File: config.mk
export PLATFORM = sky130hd
export DESIGN_NAME = line_collision
export DESIGN_NICKNAME = d
export VERILOG_FILES = /design/src/rtl/line_game_pkg.sv /design/src/rtl/line_collision_score_counter.sv /design/src/rtl/line_collision.sv
export SDC_FILE = /design/constraint.sdc
export NUM_CORES = 1
export LEC_CHECK = 0
export CORE_AREA = 3 3 258 260
export CTS_BUF_LIST = sky130_fd_sc_hd__clkbuf_4
export CTS_CLUSTER_SIZE = 20
export DETAILED_ROUTE_END_ITERATION = 7
export DIE_AREA = 0 0 261 263
export PLACE_DENSITY = 0.33
export SKIP_CTS_REPAIR_TIMING = 1
export SYNTH_ARGS = -nofsm -noshare
export SYNTH_HDL_FRONTEND = slang
export SYNTH_HIERARCHICAL = 1
export SYNTH_SLANG_ARGS = --single-unit
File: constraint.sdc
create_clock -name clk_i -period 6.8 [get_ports clk_i]
set_input_delay 1.02 -clock clk_i [delete_from_list [all_inputs] [get_ports clk_i]]
set_output_delay 1.02 -clock clk_i [all_outputs]
set_load 0.02 [all_outputs]
File: src/rtl/line_game_pkg.sv
// Shared constants for the ground-line game: FSM state encoding,
// default line width and the ground/hole bit polarity.
package line_game_pkg;

    localparam logic [1:0] ST_IDLE = 2'd0;
    localparam logic [1:0] ST_RUN  = 2'd1;
    localparam logic [1:0] ST_JUMP = 2'd2;
    localparam logic [1:0] ST_OVER = 2'd3;

    localparam int DEFAULT_LINE_W = 640;

    // A set bit on the line is solid ground, a clear bit is a hole.
    localparam logic GROUND_BIT = 1'b1;

endpackage

File: src/rtl/line_collision_score_counter.sv
// score_counter: tick divider plus saturating score register, advanced
// only on en_i ticks; clear restarts both, run lets the divider count.
module score_counter
    import line_game_pkg::*;
#(
    parameter int SCORE_DIV = 80,
    parameter int SCORE_W   = 16
) (
    input  logic               clk_i,
    input  logic               reset_i,
    input  logic               en_i,
    input  logic               clear,
    input  logic               run,
    output logic [SCORE_W-1:0] score_o
);

    localparam int DIV_W = (SCORE_DIV > 1) ? $clog2(SCORE_DIV) : 1;

    logic [DIV_W-1:0]   div_q, div_d;
    logic [SCORE_W-1:0] score_q, score_d;

    always_comb begin
        div_d   = div_q;
        score_d = score_q;
        if (en_i) begin
            if (clear) begin
                div_d   = '0;
                score_d = '0;
            end else if (run) begin
                if (div_q == DIV_W'(SCORE_DIV - 1)) begin
                    div_d = '0;
                    // Score sticks at its maximum rather than wrapping to zero.
                    if (score_q != '1) begin
                        score_d = score_q + SCORE_W'(1);
                    end
                end else begin
                    div_d = div_q + DIV_W'(1);
                end
            end
        end
    end

    always_ff @(posedge clk_i or posedge reset_i) begin
        if (reset_i) begin
            div_q   <= '0;
            score_q <= '0;
        end else begin
            div_q   <= div_d;
            score_q <= score_d;
        end
    end

    assign score_o = score_q;

endmodule

File: src/rtl/line_collision.sv
// line_collision: player-vs-ground-line game FSM with jump timer, hole
// detection and scoring. Optional high score register via HIGH_SCORE_EN.
module line_collision
    import line_game_pkg::*;
#(
    parameter int LINE_W     = DEFAULT_LINE_W,
    parameter int PLAYER_COL = 100,
    parameter int PLAYER_W   = 16,
    parameter int JUMP_TICKS = 120,
    parameter int SCORE_DIV  = 80,
    parameter int SCORE_W    = 16
) (
    input  logic               clk_i,
    input  logic               reset_i,
    input  logic               en_i,
    input  logic               start_i,
    input  logic               jump_i,
    input  logic [LINE_W-1:0]  line_i,
    output logic               gen_en_o,
    output logic [1:0]         state_o,
    output logic               airborne_o,
    output logic               hit_o,
`ifdef HIGH_SCORE_EN
    output logic [SCORE_W-1:0] hiscore_o,
`endif
    output logic [SCORE_W-1:0] score_o
);

    localparam int JW = (JUMP_TICKS > 1) ? $clog2(JUMP_TICKS) : 1;

    logic [1:0]    state_q, state_d;
    logic [JW-1:0] jump_cnt_q, jump_cnt_d;
    logic          hit_q, hit_d;
    logic          hole;
    logic          clear;
    logic          go_over;
    logic          run;
    logic          line_unused;

    // Only the footprint matters; the rest of the line is for the renderer.
    assign line_unused = ^line_i;
    assign hole = |(line_i[PLAYER_COL +: PLAYER_W] ^ {PLAYER_W{GROUND_BIT}});

    always_comb begin
        state_d    = state_q;
        jump_cnt_d = jump_cnt_q;
        hit_d      = 1'b0;
        clear      = 1'b0;
        go_over    = 1'b0;
        if (en_i) begin
            case (state_q)
                ST_IDLE, ST_OVER: begin
                    if (start_i) begin
                        state_d = ST_RUN;
                        clear   = 1'b1;
                    end
                end
                ST_RUN: begin
                    if (jump_i) begin
                        state_d    = ST_JUMP;
                        jump_cnt_d = JW'(JUMP_TICKS - 1);
                    end else if (hole) begin
                        state_d = ST_OVER;
                        hit_d   = 1'b1;
                        go_over = 1'b1;
                    end
                end
                ST_JUMP: begin
                    // Holes are ignored in the air; landing is judged in RUN.
                    if (jump_cnt_q == '0) begin
                        state_d = ST_RUN;
                    end else begin
                        jump_cnt_d = jump_cnt_q - JW'(1);
                    end
                end
            endcase
        end
    end

    always_ff @(posedge clk_i or posedge reset_i) begin
        if (reset_i) begin
            state_q    <= ST_IDLE;
            jump_cnt_q <= '0;
            hit_q      <= 1'b0;
        end else begin
            state_q    <= state_d;
            jump_cnt_q <= jump_cnt_d;
            hit_q      <= hit_d;
        end
    end

    // The fatal tick earns no point even if the divider wraps on it.
    assign run = ((state_q == ST_RUN) || (state_q == ST_JUMP)) && !go_over;

    score_counter #(
        .SCORE_DIV (SCORE_DIV),
        .SCORE_W   (SCORE_W)
    ) u_score (
        .clk_i   (clk_i),
        .reset_i (reset_i),
        .en_i    (en_i),
        .clear   (clear),
        .run     (run),
        .score_o (score_o)
    );

`ifdef HIGH_SCORE_EN
    logic [SCORE_W-1:0] hiscore_q, hiscore_d;

    always_comb begin
        hiscore_d = hiscore_q;
        if (go_over && (score_o > hiscore_q)) begin
            hiscore_d = score_o;
        end
    end

    always_ff @(posedge clk_i or posedge reset_i) begin
        if (reset_i) begin
            hiscore_q <= '0;
        end else begin
            hiscore_q <= hiscore_d;
        end
    end

    assign hiscore_o = hiscore_q;
`endif

    assign state_o    = state_q;
    assign airborne_o = (state_q == ST_JUMP);
    assign hit_o      = hit_q;
    assign gen_en_o   = en_i && ((state_q == ST_RUN) || (state_q == ST_JUMP));

endmodule

==> results.cfg <==
[cts]
cts_buffers = 5
root_buffer = clkbuf_4
clkTransAtPathRegs_ns = 0.13
htree_levels = 2
clock_latency_ns = 0.38
cts_tree = built
clkSinkCount = 33
cts.path.max_buffers = 2

[synthesis]
syn_avg_cell_area_um2 = 9.06
synthesis.instances = 229
synth-async-reset-ratio = 1.00
synth.distinct_cells = 57
synth_area_um2 = 2070
mappedNetlistNets = 880
synth_top_flop_cell = dfrtp_1
synth_edf_count = 0
ys_seq_elements = 33
yosys_warnings = 6
ys_seq_area_frac = 0.398

[sta]
max_freq_ghz = 0.247
period_needed_ns = 4.04
fin_crit_sh = 0.595
tightest_slew_ns = 0.977
slew_headroom = 0.348
finalWorstSetupSlack_ns = 2.76
rsz0062_at_grt = false
hold_viol = 0
skew_ns = 0.0231
tns_ns = 0
setup_viol = 0
drv_slew = 0

[routing]
drtAntennaViolNets = 0
drc = 0
wirelength_mm = 7.32
initialDrtViolationCount = 96
drtPass1Iterations = 4
vias = 1944
wl_per_cell_um = 6.50
via_per_inst = 1.73

[placement]
port_buffers = 41
place_hpwl_mm = 5.40
place_ws_ns = 2.45
gp_congestion = 0.662

[floorplan]
die_area_um2 = 68600
initial_core_util = 0.0322
io_pins = 666
core_area_um2 = 64300
die_w_um = 261
rows = 93
die_y_um = 263

[grt]
antenna_found_initial = 1
grt_pass1_wl_mm = 11.5
grt_pass1_vias = 1960
gr-total-overflow = 0
grt_max_degree = 24
grt_use_total = 0.0215

[worst_setup_path]
worstPathArrival_ns = 3.02
slowest_delay_ns = 0.99
cp_max_fo = 15
startpoint_type = input pin
crit_required_ns = 5.78
r2r_cells = 9
crit_chain = clkdlybuf4s50_1 > nor2b_1 > clkdlybuf4s50_1
cp_common_cell = clkdlybuf4s50_1
criticalPathCategory = input pin to output pin
cp-end-kind = output pin
cp_slowest_cell = clkdlybuf4s50_1

[power]
p_leak_nw = 1.03
p_per_area_nw_per_um2 = 241
vdd_ir_drop_max_v = 0.000115

[final_layout]
area_growth_pct = 74.4
antenna_cells_inserted = 0
nNetsFinal = 921
drive_above_1_share = 0.0664

[min_path]
holdPathStages = 2
hp-class = flop to flop

[run_status]
status = finished clean

[run]
cap_violations = 0
[flip-flops by register name, summed over array words and instances, names as in the netlist]
signal,flops
u_score/score_o,16
jump_cnt_q,7
u_score/div_q,7
state_o,2
hit_o,1
[cells by family (layout without fill, tap and decap cells)]
kind of cell,Yosys count,count (layout),synth area share
AND/OR/NAND/NOR,91,91,0.244
buffers and inverters,27,69,0.0501
XOR/XNOR,2,2,0.00845
adder cells (fa/ha/maj),6,6,0.0362
multiplexers,4,4,0.0199
AO/OA/AOI/OAI,66,66,0.243
flip-flops,33,33,0.398
[layout make-up]
class / count / area, um2
multi-input combinational: 169 / 1140
inverter: 18 / 67.6
tap: 855 / 1070
sequential: 33 / 826
clock buffer: 5 / 37.5
clock inverter: 3 / 46.3
fill: 7541 / 60700
timing repair buffer: 43 / 425
[layout by cell type (no fill, tap or decap), types with 4 or more instances in the layout]
master and count:
clkdlybuf4s50_1 41, dfrtp_1 33, nand2_1 18, inv_1 17, nor2_1 16, nand3_1 11, o21ai_0 10, a21oi_1 10
nand4_1 8, nor3_1 8, a31oi_1 7, ha_1 6, and3_1 5, clkbuf_4 5, o22ai_1 4, a211o_1 4
o211ai_1 4
[worst max-delay path: cells and delay by family]
kind / cells / cell delay [ns]
AND/OR/NAND/NOR: 1 / 0.34
buffers and inverters: 2 / 1.65
[synthesized netlist by cell type (2+ instances only)]
library cell   n  share of area
a211o_1        4          0.017
a21oi_1       10          0.024
a31oi_1        7          0.021
a32o_1         2         0.0097
a41oi_1        2         0.0084
and3_1         5          0.015
buf_1          2         0.0036
buf_2          2         0.0048
clkbuf_1       5         0.0090
dfrtp_1       33           0.40
ha_1           6          0.036
inv_1         17          0.031
mux2i_1        3          0.014
nand2_1       18          0.033
nand2b_1       3         0.0090
nand3_1       11          0.027
nand3b_1       2         0.0072
nand4_1        8          0.024
nor2_1        16          0.029
nor2b_1        2         0.0060
nor3_1         8          0.019
nor3b_1        2         0.0072
nor4_1         3         0.0090
nor4b_1        3          0.013
o2111ai_1      2         0.0084
o211ai_1       4          0.014
o21ai_0       10          0.024
o221a_1        2          0.011
o22a_1         2         0.0084
o22ai_1        4          0.012
o2bb2ai_1      2         0.0084
or3_1          3         0.0090
xnor2_1        2         0.0084
[routing by layer]
metal / wire [um] / GRT usage / share of wire
met1: 3740 / 0.0300 / 0.51
met2: 3230 / 0.0323 / 0.44
met4: 58 / 0.00450 / 0.0079
met5: 0 / 0 / 0
met3: 299 / 0.00673 / 0.041
[where the power goes]
part / internal, mW / total, mW / switching [mW]
sequential: 0.244 / 0.307 / 0.0629
combinational: 0.168 / 0.396 / 0.228
clock: 0.0779 / 0.168 / 0.0899
[per-stage QoR]
stage                     power (mW)  utilization  hold slack (ns)  instance area [um2]  instances
after floorplan                0.545            -            0.476                 2070        229
after global placement         0.716       0.0549            0.516                 3530       1118
after detailed placement       0.713       0.0549            0.511                 3530       1118
after CTS                      0.894       0.0562            0.529                 3620       1126
after global routing           0.951       0.0562            0.580                 3620       1126
final                          0.871       0.0562            0.533                 3620       1126
[path summary, 6_finish.rpt]
check / from / end / slack [ns]
min reg2reg: u_score/div_q[1]$_DFFE_PP0P_ / u_score/div_q[1]$_DFFE_PP0P_ / 0.53
max: en_i / gen_en_o / 2.76
max in group asynchronous: reset_i / u_score/div_q[1]$_DFFE_PP0P_ / 4.91
max reg2reg: state_o[1]$_DFFE_PP0P_ / u_score/score_o[1]$_DFFE_PP0P_ / 3.90
min: u_score/div_q[1]$_DFFE_PP0P_ / u_score/div_q[1]$_DFFE_PP0P_ / 0.53
min in group asynchronous: reset_i / hit_o$_DFF_PP0_ / 1.11
No activity file was read; power rests on OpenSTA's default activity.
